`src/rtl/ppi_pkg.sv`:
```
`default_nettype none
// ============================================================================
// Module      : ppi_pkg
// Description : Shared constants and types for the 8255-style PPI bus master:
//               register addresses, control-word field positions, FSM states.
// Revision    : 1.0 - initial release
// ============================================================================
package ppi_pkg;

  // PPI register select values driven on A[1:0]
  localparam logic [1:0] ADDR_PA   = 2'b00;
  localparam logic [1:0] ADDR_PB   = 2'b01;
  localparam logic [1:0] ADDR_PC   = 2'b10;
  localparam logic [1:0] ADDR_CTRL = 2'b11;

  // Control-word fields: bit 7 selects mode-set (1) versus bit set/reset (0)
  localparam int CW_MODE_SET_BIT = 7;
  // Bit set/reset word: port C bit number in [3:1], set/clear value in bit 0
  localparam int CW_BSR_SEL_MSB  = 3;
  localparam int CW_BSR_SEL_LSB  = 1;
  localparam int CW_BSR_SET_BIT  = 0;
  // Mode-set word direction bits (1 = input)
  localparam int CW_DIR_PA_BIT   = 4;
  localparam int CW_DIR_PB_BIT   = 1;
  localparam int CW_DIR_PCL_BIT  = 0;
  localparam int CW_DIR_PCU_BIT  = 3;

  // Bus-cycle phases
  typedef enum logic [1:0] {
    IDLE   = 2'd0,
    SETUP  = 2'd1,
    STROBE = 2'd2,
    HOLD   = 2'd3
  } ppi_state_e;

endpackage
`default_nettype wire

```
`src/rtl/ppi_phase_timer.sv`:
```
`default_nettype none
// ============================================================================
// Module      : ppi_phase_timer
// Description : Loadable down-counter timing each bus-cycle phase. The counter
//               stops at zero; expired is high while the count is zero.
// Revision    : 1.0 - initial release
// ============================================================================
module ppi_phase_timer #(
  parameter int CNT_W = 4
) (
  input  logic             clk,
  input  logic             rst,
  input  logic             load,
  input  logic [CNT_W-1:0] load_val,
  output logic             expired
);

  logic [CNT_W-1:0] r_count;

  // Load on phase entry, otherwise count down and rest at zero
  always_ff @(posedge clk) begin
    if (rst) begin
      r_count <= '0;
    end else if (load) begin
      r_count <= load_val;
    end else if (r_count != '0) begin
      r_count <= r_count - 1'b1;
    end
  end

  assign expired = (r_count == '0);

endmodule
`default_nettype wire

```
`src/rtl/ppi_bus_master.sv`:
```
`default_nettype none
// ============================================================================
// Module      : ppi_bus_master
// Description : Turns one valid/ready request into a single PPI bus cycle
//               (CS, A, RD/WR strobe, D bus) with SETUP/STROBE/HOLD timing and
//               returns a one-cycle response, carrying read data for reads.
// Revision    : 1.0 - initial release
// ============================================================================
module ppi_bus_master
  import ppi_pkg::*;
#(
  parameter int SETUP_CYC  = 1,
  parameter int STROBE_CYC = 2,
  parameter int HOLD_CYC   = 1,
  parameter int CNT_W      = 4
) (
  input  logic       CLK,
  input  logic       RST,
  input  logic       req_valid,
  output logic       req_ready,
  input  logic       req_write,
  input  logic [1:0] req_addr,
  input  logic [7:0] req_wdata,
  output logic       rsp_valid,
  output logic [7:0] rsp_rdata,
  output logic       CS,
  output logic       RD,
  output logic       WR,
  output logic [1:0] A,
  output logic [7:0] D_out,
  output logic       D_oe,
  input  logic [7:0] D_in
);

  // Every phase length must be at least one cycle and fit the counter
  if (SETUP_CYC < 1 || STROBE_CYC < 1 || HOLD_CYC < 1 ||
      SETUP_CYC > 2**CNT_W || STROBE_CYC > 2**CNT_W || HOLD_CYC > 2**CNT_W)
  begin : g_param_check
    $error("ppi_bus_master: *_CYC must lie in 1..2**CNT_W");
  end

  // Counter reload values: a phase of N cycles counts N-1 down to 0
  localparam logic [CNT_W-1:0] SETUP_LD  = CNT_W'(SETUP_CYC - 1);
  localparam logic [CNT_W-1:0] STROBE_LD = CNT_W'(STROBE_CYC - 1);
  localparam logic [CNT_W-1:0] HOLD_LD   = CNT_W'(HOLD_CYC - 1);

  ppi_state_e       r_state;
  logic             r_write;
  logic             w_load;
  logic [CNT_W-1:0] w_load_val;
  logic             w_expired;

  ppi_phase_timer #(
    .CNT_W (CNT_W)
  ) u_timer (
    .clk      (CLK),
    .rst      (RST),
    .load     (w_load),
    .load_val (w_load_val),
    .expired  (w_expired)
  );

  // Reload the phase timer with the length of the phase being entered
  always_comb begin
    w_load     = 1'b0;
    w_load_val = '0;
    case (r_state)
      IDLE: begin
        w_load     = req_valid;
        w_load_val = SETUP_LD;
      end
      SETUP: begin
        w_load     = w_expired;
        w_load_val = STROBE_LD;
      end
      STROBE: begin
        w_load     = w_expired;
        w_load_val = HOLD_LD;
      end
      default: begin
        w_load     = 1'b0;
        w_load_val = '0;
      end
    endcase
  end

  // Bus-cycle FSM; all pin and handshake outputs are registered here so they
  // change together on the phase boundary edge
  always_ff @(posedge CLK) begin
    if (RST) begin
      r_state   <= IDLE;
      r_write   <= 1'b0;
      CS        <= 1'b1;
      RD        <= 1'b1;
      WR        <= 1'b1;
      A         <= ADDR_PA;
      D_out     <= 8'h00;
      D_oe      <= 1'b0;
      req_ready <= 1'b1;
      rsp_valid <= 1'b0;
      rsp_rdata <= 8'h00;
    end else begin
      rsp_valid <= 1'b0;
      case (r_state)
        IDLE: begin
          if (req_valid) begin
            r_state   <= SETUP;
            r_write   <= req_write;
            CS        <= 1'b0;
            A         <= req_addr;
            D_out     <= req_wdata;
            D_oe      <= req_write;
            req_ready <= 1'b0;
          end
        end
        SETUP: begin
          if (w_expired) begin
            r_state <= STROBE;
            WR      <= ~r_write;
            RD      <= r_write;
          end
        end
        STROBE: begin
          if (w_expired) begin
            r_state <= HOLD;
            WR      <= 1'b1;
            RD      <= 1'b1;
            if (!r_write) begin
              rsp_rdata <= D_in;
            end
          end
        end
        HOLD: begin
          if (w_expired) begin
            r_state   <= IDLE;
            CS        <= 1'b1;
            D_oe      <= 1'b0;
            req_ready <= 1'b1;
            rsp_valid <= 1'b1;
          end
        end
        default: begin
          r_state <= IDLE;
        end
      endcase
    end
  end

endmodule
`default_nettype wire

```
`config.mk`:
```
export PLATFORM = sky130hd
export DESIGN_NAME = ppi_bus_master
export DESIGN_NICKNAME = d
export VERILOG_FILES = /design/src/rtl/ppi_pkg.sv /design/src/rtl/ppi_phase_timer.sv /design/src/rtl/ppi_bus_master.sv
export SDC_FILE = /design/constraint.sdc
export NUM_CORES = 1
export LEC_CHECK = 0
export ABC_CLOCK_PERIOD_IN_PS = 2900
export CORE_AREA = 2 2 64 66
export DETAILED_ROUTE_END_ITERATION = 12
export DIE_AREA = 0 0 66 68
export DONT_BUFFER_PORTS = 1
export PLACE_DENSITY_LB_ADDON = 0.05
export RECOVER_POWER = 50
export SYNTH_ARGS = -nofsm -noshare
export SYNTH_HDL_FRONTEND = slang
export SYNTH_SLANG_ARGS = --single-unit
```
`constraint.sdc`:
```
create_clock -name CLK -period 2.9 [get_ports CLK]
set_clock_uncertainty 0.2 [all_clocks]
set_input_delay 0 -clock CLK [delete_from_list [all_inputs] [get_ports CLK]]
set_output_delay 0 -clock CLK [all_outputs]
set_load 0.01 [all_outputs]
```
==> impl_metrics.yaml <==
min_path:
  min-delay-start: "req_valid"
  hp-class: "in2reg"
  holdPathStages: 3
  min_to: "r_write$_SDFFE_PP0P_"
clock_network:
  cts_setup_buffers: 0
  cts_tree: "built"
  cts_made_buffers: 5
  clk_latency_ns: 0.27
  clk_pin_slew_ns: 0.06
  cts_htree_levels: 2
  clock-sinks: 30
  cts_root_buf: "clkbuf_8"
  clk_path_buf_depth: 2
routing:
  drt_iter0_markers: 60
  drtPass1Iterations: 4
  antenna_left: 0
  wirelength_um: 3030
  routed_via_density: 4.99
  drc: 0
  vias: 1118
  avgRoutedWirePerCell_um: 13.5
timing:
  finalHoldViolations: 0
  min_period_ns: 2.27
  maxSlewHeadroom: 0.330
  fin_crit_sh: 0.782
  rsz0062_at_grt: "no"
  finalSetupViolations: 0
  worst-slew-pin-transition_ns: 1.00
  slew_violations: 0
  fmax_mhz: 441
  fin_tns_setup_ns: 0
synthesis:
  synth.top_cell.area_share: 0.449
  synth.largest_area_cell: "dfxtp_1"
  synth.cell_area_mm2: 0.00134
  syn-num-nets: 183
  yosys.cell_types.count: 32
  netlist_top_cells_count: "30 x dfxtp_1, 24 x nand2_1, 23 x a21oi_1"
  synth_enable_flop_cells: 0
  seq_area_frac_synth: 0.449
  async_flop_share: 0
  synthMostInstantiatedCell: "dfxtp_1"
  syn_area_per_cell_um2: 8.62
  yosys_warnings: 0
  synthTopCellsByArea: "dfxtp_1 45%, a21oi_1 8.6%, nand2_1 6.7%"
  synthCells: 155
  synth-main-ff-cell: "dfxtp_1"
  yosys_register_bits: 30
global_route:
  grt_pass1_wl_um: 4820
  grtUsageMet1: 0.161
  overflow: 0
  use_met3: 0.0559
  track_usage: 0.145
  antenna_found_initial: 0
  first_global_vias: 1056
  grt_max_degree: 29
  grt_use_met2: 0.247
  busiest_layer: "met2"
die:
  chipWidth_um: 66
  dieArea_mm2: 0.00449
  core_area_mm2: 0.00386
  rows: 23
  initial_core_util: 0.347
  pin_count: 46
  chipHeight_um: 68
place:
  port_buffers: 0
  gp_congestion: 0.742
  dp_hpwl_um: 2120
power_and_ir_drop:
  clockPowerShare: 0.191
  power.internal_mw: 0.937
  pwr-share-comb: 0.421
  p_total_mw: 1.59
  swShare: 0.411
  switchingPower_mw: 0.653
  seqPwrFrac: 0.388
  ir_worst_vdd_uv: 464
  power_leakage_nw: 0.610
  p_per_area_mw_per_mm2: 972
finish:
  n_antenna_cell: 0
  syn2layout_area_growth_pct: 22.4
  drive_above_1_share: 0.0632
  nets: 202
  utilization: 0.424
worst_setup_path:
  rr_worst_depth: 6
  critPathKind: "reg2reg"
  crit_fanout: 12
  end_kind: "flip-flop"
  reg2reg_to: "D_out[3]$_SDFFE_PP0P_"
  r2r_setup_slack_ns: 0.63
  crit_arrival_ns: 2.29
  start_kind: "flip-flop"
  r2r-start: "r_state[1]$_SDFFE_PP0P_"
  required_ns: 2.92
flow_run:
  maxCapViolations: 0
run_status:
  status: "finished clean"
[repair_timing]
item                                   CTS  global route
hold buffers                            21             0
endpoints found under the hold margin   30             0
gates resized for setup                  0             0
[sequential cells by signal, summed over array words and instances, names as in the netlist]
name / count
RD: 1
WR: 1
A: 2
r_state: 2
rsp_valid: 1
r_write: 1
u_timer.r_count: 4
D_out: 8
CS: 1
rsp_rdata: 8
D_oe: 1
[logic make-up (layout without fill, tap and decap cells)]
group / after synthesis / in the layout / synth area share
AND/OR/NAND/NOR: 54 / 54 / 0.207
AO/OA/AOI/OAI: 44 / 44 / 0.189
flip-flops: 30 / 30 / 0.449
buffers and inverters: 15 / 34 / 0.0543
adder cells (fa/ha/maj): 6 / 6 / 0.0562
multiplexers: 5 / 5 / 0.0375
XOR/XNOR: 1 / 1 / 0.00656
[power by group through the flow]
stage	combinational [mW]	clock [mW]	sequential (mW)
after floorplan	0.596	0	0.603
after global placement	0.640	0	0.626
after detailed placement	0.651	0	0.629
after CTS	0.686	0.320	0.620
after global routing	0.750	0.343	0.631
final	0.670	0.304	0.617
[metal layers]
layer	routed length, µm	up-vias
met5	0	-
met4	50	0
met3	194	6
met2	1510	27
met1	1280	514
li1	-	571
[worst max path at each step]
stage                                    startpoint                              end  slack [ns]  cells after the start
detailed placement  u_timer.r_count[0]$_SDFFE_PP0P_                  WR$_SDFFE_PP1P_        0.91                      5
floorplan           u_timer.r_count[0]$_SDFFE_PP0P_  u_timer.r_count[1]$_SDFFE_PP0P_        1.27                      6
finish                      r_state[1]$_SDFFE_PP0P_            D_out[3]$_SDFFE_PP0P_        0.63                      6
global placement    u_timer.r_count[0]$_SDFFE_PP0P_                  WR$_SDFFE_PP1P_        0.97                      5
global route                r_state[0]$_SDFFE_PP0P_            D_out[3]$_SDFFE_PP0P_        0.42                      6
CTS                         r_state[0]$_SDFFE_PP0P_            D_out[3]$_SDFFE_PP0P_        0.75                      6
[cells in the final DEF, fill, tap and decap left out, types with 2 or more instances in the layout]
cell and count:
nand3_1 8, o21ai_0 5, nand2_1 24, a21oi_1 23
o21ai_1 7, inv_1 6, ha_1 6, nand2b_1 4
nor2_1 5, mux2i_1 5, o31ai_1 2, o2111ai_1 2
clkbuf_8 5, dfxtp_1 30, clkinv_2 2, nor2b_1 3
nor3_1 4, dlygate4sd3_1 21
[worst max-delay path, cell delays in order (launching register included)]
cell,delay [ns]
dfxtp_1,0.32
inv_1,0.11
ha_1,0.23
and2_0,0.54
nand2_1,0.11
a21oi_1,0.13
dlygate4sd3_1,0.56
[area by class of cell]
class	count	area, µm²
flip-flops and latches	30	601
clock buffers	5	68.8
well taps	50	62.6
inverters	6	22.5
clock inverters	2	10.0
repair buffers	21	210
multi-input cells	110	661
fillers	401	2220
[metrics by stage]
step / instance area [µm²] / setup slack, ns / hold slack, ns / instances
4_1_cts: 1640 / 0.751 / 0.0184 / 224
6_report: 1640 / 0.633 / 0.0856 / 224
2_1_floorplan: 1340 / 1.27 / -0.0640 / 155
3_3_place_gp: 1350 / 0.973 / -0.128 / 196
5_1_grt: 1640 / 0.423 / 0.0846 / 224
3_5_place_dp: 1350 / 0.906 / -0.126 / 196
Note: power is estimated with default switching activity, not from simulation.
